$ cat config.mk
export PLATFORM = sky130hd
export DESIGN_NAME = ex_stage
export DESIGN_NICKNAME = d
export VERILOG_FILES = /design/src/rtl/ex_stage.sv
export SDC_FILE = /design/constraint.sdc
export NUM_CORES = 1
export LEC_CHECK = 0
export CAP_MARGIN = 10
export CELL_PAD_IN_SITES_DETAIL_PLACEMENT = 1
export CELL_PAD_IN_SITES_GLOBAL_PLACEMENT = 2
export CORE_ASPECT_RATIO = 0.7
export CORE_MARGIN = 2
export CORE_UTILIZATION = 28
export CTS_CLUSTER_DIAMETER = 30
export DETAILED_ROUTE_END_ITERATION = 8
export MAX_ROUTING_LAYER = met4
export PLACE_DENSITY_LB_ADDON = 0.1
export SLEW_MARGIN = 20
export SYNTH_ARGS = -nofsm -noshare
export SYNTH_HDL_FRONTEND = slang
export SYNTH_SLANG_ARGS = --single-unit
$ cat constraint.sdc
create_clock -name clk -period 6.3 [get_ports clk]
set_clock_uncertainty 0.15 [all_clocks]
set_input_delay 1.575 -clock clk [delete_from_list [all_inputs] [get_ports clk]]
set_output_delay 1.575 -clock clk [all_outputs]
set_load 0.03 [all_outputs]
$ cat src/rtl/ex_stage.sv
// MIPS execute stage: ALU control, operand select, ALU, branch-target add and
// destination select, all captured in the EX/MEM pipeline register.
module ex_stage (
  input  logic        clk,
  input  logic        reset,
  input  logic [1:0]  wb_ctl,
  input  logic [2:0]  m_ctl,
  input  logic [3:0]  ex_ctl,
  input  logic [31:0] npc,
  input  logic [31:0] rdata1,
  input  logic [31:0] rdata2,
  input  logic [31:0] s_extend,
  input  logic [4:0]  instr_2016,
  input  logic [4:0]  instr_1511,
  output logic [1:0]  wb_ctlout,
  output logic        branch,
  output logic        memread,
  output logic        memwrite,
  output logic [31:0] add_result,
  output logic        zero,
  output logic [31:0] alu_result,
  output logic [31:0] rdata2out,
  output logic [4:0]  muxout
);

  localparam int unsigned DW = 32;
  localparam int unsigned RW = 5;
  localparam int unsigned SW = 3;

  localparam logic [SW-1:0] SEL_AND  = 3'b000;
  localparam logic [SW-1:0] SEL_OR   = 3'b001;
  localparam logic [SW-1:0] SEL_ADD  = 3'b010;
  localparam logic [SW-1:0] SEL_NONE = 3'b011;
  localparam logic [SW-1:0] SEL_SUB  = 3'b110;
  localparam logic [SW-1:0] SEL_SLT  = 3'b111;

  logic          reg_dst;
  logic [1:0]    alu_op;
  logic          alu_src;
  logic [5:0]    funct;

  assign reg_dst = ex_ctl[3];
  assign alu_op  = ex_ctl[2:1];
  assign alu_src = ex_ctl[0];
  assign funct   = s_extend[5:0];

  logic [SW-1:0] alu_sel;
  logic [DW-1:0] opnd_b;
  logic [DW-1:0] alu_res;
  logic [DW-1:0] br_target;
  logic [RW-1:0] dst_reg;

  // ALU control decode from ALUOp and funct
  always_comb begin
    alu_sel = SEL_NONE;
    unique case (alu_op)
      2'b00: alu_sel = SEL_ADD;
      2'b01: alu_sel = SEL_SUB;
      2'b10: begin
        unique case (funct)
          6'b100000: alu_sel = SEL_ADD;
          6'b100010: alu_sel = SEL_SUB;
          6'b100100: alu_sel = SEL_AND;
          6'b100101: alu_sel = SEL_OR;
          6'b101010: alu_sel = SEL_SLT;
          default:   alu_sel = SEL_NONE;
        endcase
      end
      default: alu_sel = SEL_NONE;
    endcase
  end

  assign opnd_b = alu_src ? s_extend : rdata2;

  // ALU; undefined selects yield zero
  always_comb begin
    alu_res = '0;
    unique case (alu_sel)
      SEL_AND: alu_res = rdata1 & opnd_b;
      SEL_OR:  alu_res = rdata1 | opnd_b;
      SEL_ADD: alu_res = rdata1 + opnd_b;
      SEL_SUB: alu_res = rdata1 - opnd_b;
      SEL_SLT: alu_res = ($signed(rdata1) < $signed(opnd_b)) ? DW'(1) : DW'(0);
      default: alu_res = '0;
    endcase
  end

  assign br_target = npc + {s_extend[DW-3:0], 2'b00};
  assign dst_reg   = reg_dst ? instr_1511 : instr_2016;

  logic [1:0]    wb_q,     wb_d;
  logic [2:0]    m_q,      m_d;
  logic [DW-1:0] add_q,    add_d;
  logic          zero_q,   zero_d;
  logic [DW-1:0] alu_q,    alu_d;
  logic [DW-1:0] rd2_q,    rd2_d;
  logic [RW-1:0] mux_q,    mux_d;

  assign wb_d   = wb_ctl;
  assign m_d    = m_ctl;
  assign add_d  = br_target;
  assign zero_d = (alu_res == '0);
  assign alu_d  = alu_res;
  assign rd2_d  = rdata2;
  assign mux_d  = dst_reg;

  // EX/MEM pipeline register; reset clears everything into a bubble
  always_ff @(posedge clk) begin
    if (reset) begin
      wb_q   <= '0;
      m_q    <= '0;
      add_q  <= '0;
      zero_q <= 1'b0;
      alu_q  <= '0;
      rd2_q  <= '0;
      mux_q  <= '0;
    end else begin
      wb_q   <= wb_d;
      m_q    <= m_d;
      add_q  <= add_d;
      zero_q <= zero_d;
      alu_q  <= alu_d;
      rd2_q  <= rd2_d;
      mux_q  <= mux_d;
    end
  end

  assign wb_ctlout  = wb_q;
  assign branch     = m_q[2];
  assign memread    = m_q[1];
  assign memwrite   = m_q[0];
  assign add_result = add_q;
  assign zero       = zero_q;
  assign alu_result = alu_q;
  assign rdata2out  = rd2_q;
  assign muxout     = mux_q;

endmodule

==> flow_metrics.env <==
export IMPL_post_cts_resized_instances=0
export IMPL_io_pin_count=256
export IMPL_ys_seq_elements=107
export IMPL_grt_pass1_wl_um=64400
export IMPL_yosys_top_cells_area="dfxtp_1 (22%), ha_1 (17%), mux2i_1 (4.7%), nor2_1 (4.4%), inv_1 (4.3%)"
export IMPL_diodes=0
export IMPL_rsz0062_at_grt="false"
export IMPL_placementRows=57
export IMPL_die_area_mm2=0.0362
export IMPL_synth_edff_count=0
export IMPL_setup_viol=0
export IMPL_synth_xor_area_share_pct=3.34
export IMPL_crit_required_ps=6470
export IMPL_hold_viol=0
export IMPL_finalCritPeriodShare_pct=95.2
export IMPL_dpl_hpwl_um=35200
export IMPL_antenna_found_initial=0
export IMPL_crit_path_end_kind="register"
export IMPL_num_vias=10200
export IMPL_grt_use_total_pct=24.3
export IMPL_syn_inst=1226
export IMPL_drcViolationCount=0
export IMPL_yosysWarningCount=0
export IMPL_post_drt_wl_per_cell_um=21.8
export IMPL_start_util_pct=28.2
export IMPL_final_cells=1980
export IMPL_first_global_vias=10400
export IMPL_ys_seq_area_share_pct=22.1
export IMPL_synth_top_family_by_area="compound AO/OA/AOI/OAI gates"
export IMPL_clock_sinks=107
export IMPL_holdWs_ps=1500
export IMPL_ir_worst_vdd_mv=0.113
export IMPL_yosysMostFrequentCell="ha_1"
export IMPL_powerDensity_mw_per_mm2=200
export IMPL_outcome="finished clean"
export IMPL_slew_viol_final=0
export IMPL_hold_path_class="in2reg"
export IMPL_cts_setup_buffers=0
export IMPL_clockBufferDepth=2
export IMPL_dr_pass1_iters=5
export IMPL_wirelength_um=43200
export IMPL_cts_tree="built"
export IMPL_coreArea_mm2=0.0344
export IMPL_start_kind="input port"
export IMPL_regArea_mm2=0.00214
export IMPL_globalRouteOverflowTotal=0
export IMPL_drt_iter0_drc=627
export IMPL_fmax_mhz=167
export IMPL_arrival_ps=6160
export IMPL_synth_compound_area_share_pct=25.2
export IMPL_cap_violations=0
export IMPL_nets=1784
export IMPL_ys_types=85
export IMPL_synth_flop_cell="dfxtp_1"
export IMPL_hold_buffers=0
export IMPL_crit_type="in2reg"
export IMPL_worstPathMaxFanout=9
export IMPL_cts_root_buffer="clkbuf_16"
export IMPL_finalPower_mw=2.69
export IMPL_synthToLayoutAreaGrowth_pct=38.6
export IMPL_clk_pin_slew_ps=100
export IMPL_h_tree_depth=3
export IMPL_grt_max_degree=66
export IMPL_viasPerCell=5.17
export IMPL_total_leakage_power_nw=5.84
export IMPL_slew_headroom_pct=31.4
export IMPL_synth_fa_ha_area_share_pct=17.2
export IMPL_syn_area_mm2=0.00971
export IMPL_place_inst=1964
export IMPL_synth_mux_area_fraction_pct=4.86
export IMPL_portBuffers=255
export IMPL_ant_nets=0
export IMPL_yosys_area_top_type="dfxtp_1"
export IMPL_synth_common_cells="ha_1 (129), nor2_1 (114), inv_1 (111)"
export IMPL_die_h_um=160
export IMPL_synth_top_cell_area_share_pct=22.1
export IMPL_ys_async_sr_fraction_pct=0
export IMPL_postSynthAreaPerCell_um2=7.92
export IMPL_synth_simple_area_share_pct=20.6
export IMPL_cts_made_buffers=9
export IMPL_die_x_um=227
export IMPL_multi_input_area_mm2=0.00692
export IMPL_fillers=4120
export IMPL_finalCriticalPeriod_ps=5990
export IMPL_syn_num_nets=1507
export IMPL_drive_above_1_share_pct=6.96
export IMPL_gp_congestion=0.920
export IMPL_worstMarginPinSlew_ps=1020
export IMPL_tns_ps=0
worst max-delay path, cell delays in order:
cell and delay (ps):
buf_2 280, buf_12 190, mux2i_1 570, ha_1 390
nor2b_1 110, o21ai_0 180, buf_4 160, a21oi_1 150
nor4_1 910, o31a_1 320, o41ai_1 80, a2bb2oi_1 210
or3_1 340, nor4_1 280, nand4_1 160, nor4bb_1 260
routing by layer:
layer  track usage [%]  up-vias  share of wire [%]
li1                  -     4955                  -
met3              3.42       31                4.9
met4              5.77        0                1.8
met5                 -        -                  0
met2              36.7      264                 44
met1              34.1     4982                 49
layout by cell type (no fill, tap or decap), types with 7 or more instances in the layout:
| master | count |
|---|---|
| clkdlybuf4s50_1 | 253 |
| ha_1 | 129 |
| nor2_1 | 114 |
| inv_1 | 111 |
| dfxtp_1 | 107 |
| a21oi_1 | 83 |
| buf_4 | 67 |
| nand2_1 | 59 |
| nor2b_1 | 55 |
| o21ai_0 | 50 |
| mux2i_1 | 46 |
| a21o_1 | 25 |
| xnor2_1 | 24 |
| nand2b_1 | 21 |
| nor3_1 | 21 |
| o211ai_1 | 19 |
| o21bai_1 | 18 |
| o31ai_1 | 16 |
| nand3_1 | 16 |
| a211oi_1 | 16 |
| xor2_1 | 13 |
| or3_1 | 12 |
| o21a_1 | 10 |
| and2_1 | 10 |
| a31oi_1 | 10 |
| nor4_1 | 9 |
| or2_2 | 9 |
| a22oi_1 | 9 |
| clkbuf_16 | 9 |
| a2111oi_0 | 8 |
| o31a_1 | 8 |
| and4_1 | 8 |
| nand4_1 | 8 |
| nor3b_1 | 7 |
| and3_1 | 7 |
| a41oi_1 | 7 |
sequential cells by signal, summed over array words and instances (netlist names):
| name | flops |
|---|---|
| add_result | 32 |
| alu_result | 32 |
| rdata2out | 32 |
| muxout | 5 |
| m_q | 3 |
| wb_ctlout | 2 |
| zero | 1 |
power breakdown:
| part | internal [mW] | switching, mW | leakage [nW] |
|---|---|---|---|
| Combinational | 0.533 | 0.743 | 4.80 |
| Clock | 0.320 | 0.337 | 0.152 |
| Sequential | 0.740 | 0.0182 | 0.889 |
| Total | 1.59 | 1.10 | 5.84 |
cell type report:
| type | count | share of cell area [%] |
|---|---|---|
| Tap cell | 472 | 4.39 |
| Multi-Input combinational cell | 952 | 51.5 |
| Clock inverter | 7 | 0.679 |
| Timing Repair Buffer | 322 | 22.8 |
| Sequential cell | 107 | 15.9 |
| Clock buffer | 9 | 1.67 |
| Inverter | 111 | 3.10 |
logic make-up after synthesis:
| family | after synthesis |
|---|---|
| XOR/XNOR | 37 |
| buffers and inverters | 167 |
| adder cells (fa/ha/maj) | 132 |
| AND/OR/NAND/NOR | 381 |
| multiplexers | 47 |
| AO/OA/AOI/OAI | 355 |
| flip-flops | 107 |
path summary, 6_finish.rpt:
| path | slack [ps] | to | from | cells past startpoint |
|---|---|---|---|---|
| min | 1500 | alu_result[4]$_SDFF_PP0_ | reset | 2 |
| max | 310 | zero$_SDFF_PP0_ | ex_ctl[0] | 16 |
metrics by stage:
step,setup WS (ps),util (%),instance area (um2)
detailed placement,-18.8,38.1,13100
finish,305,39.0,13400
global placement,10.8,38.1,13100
floorplan,459,-,9710
global route,14.3,39.0,13400
CTS,381,39.0,13400
Note: power is estimated with default switching activity, not from simulation.
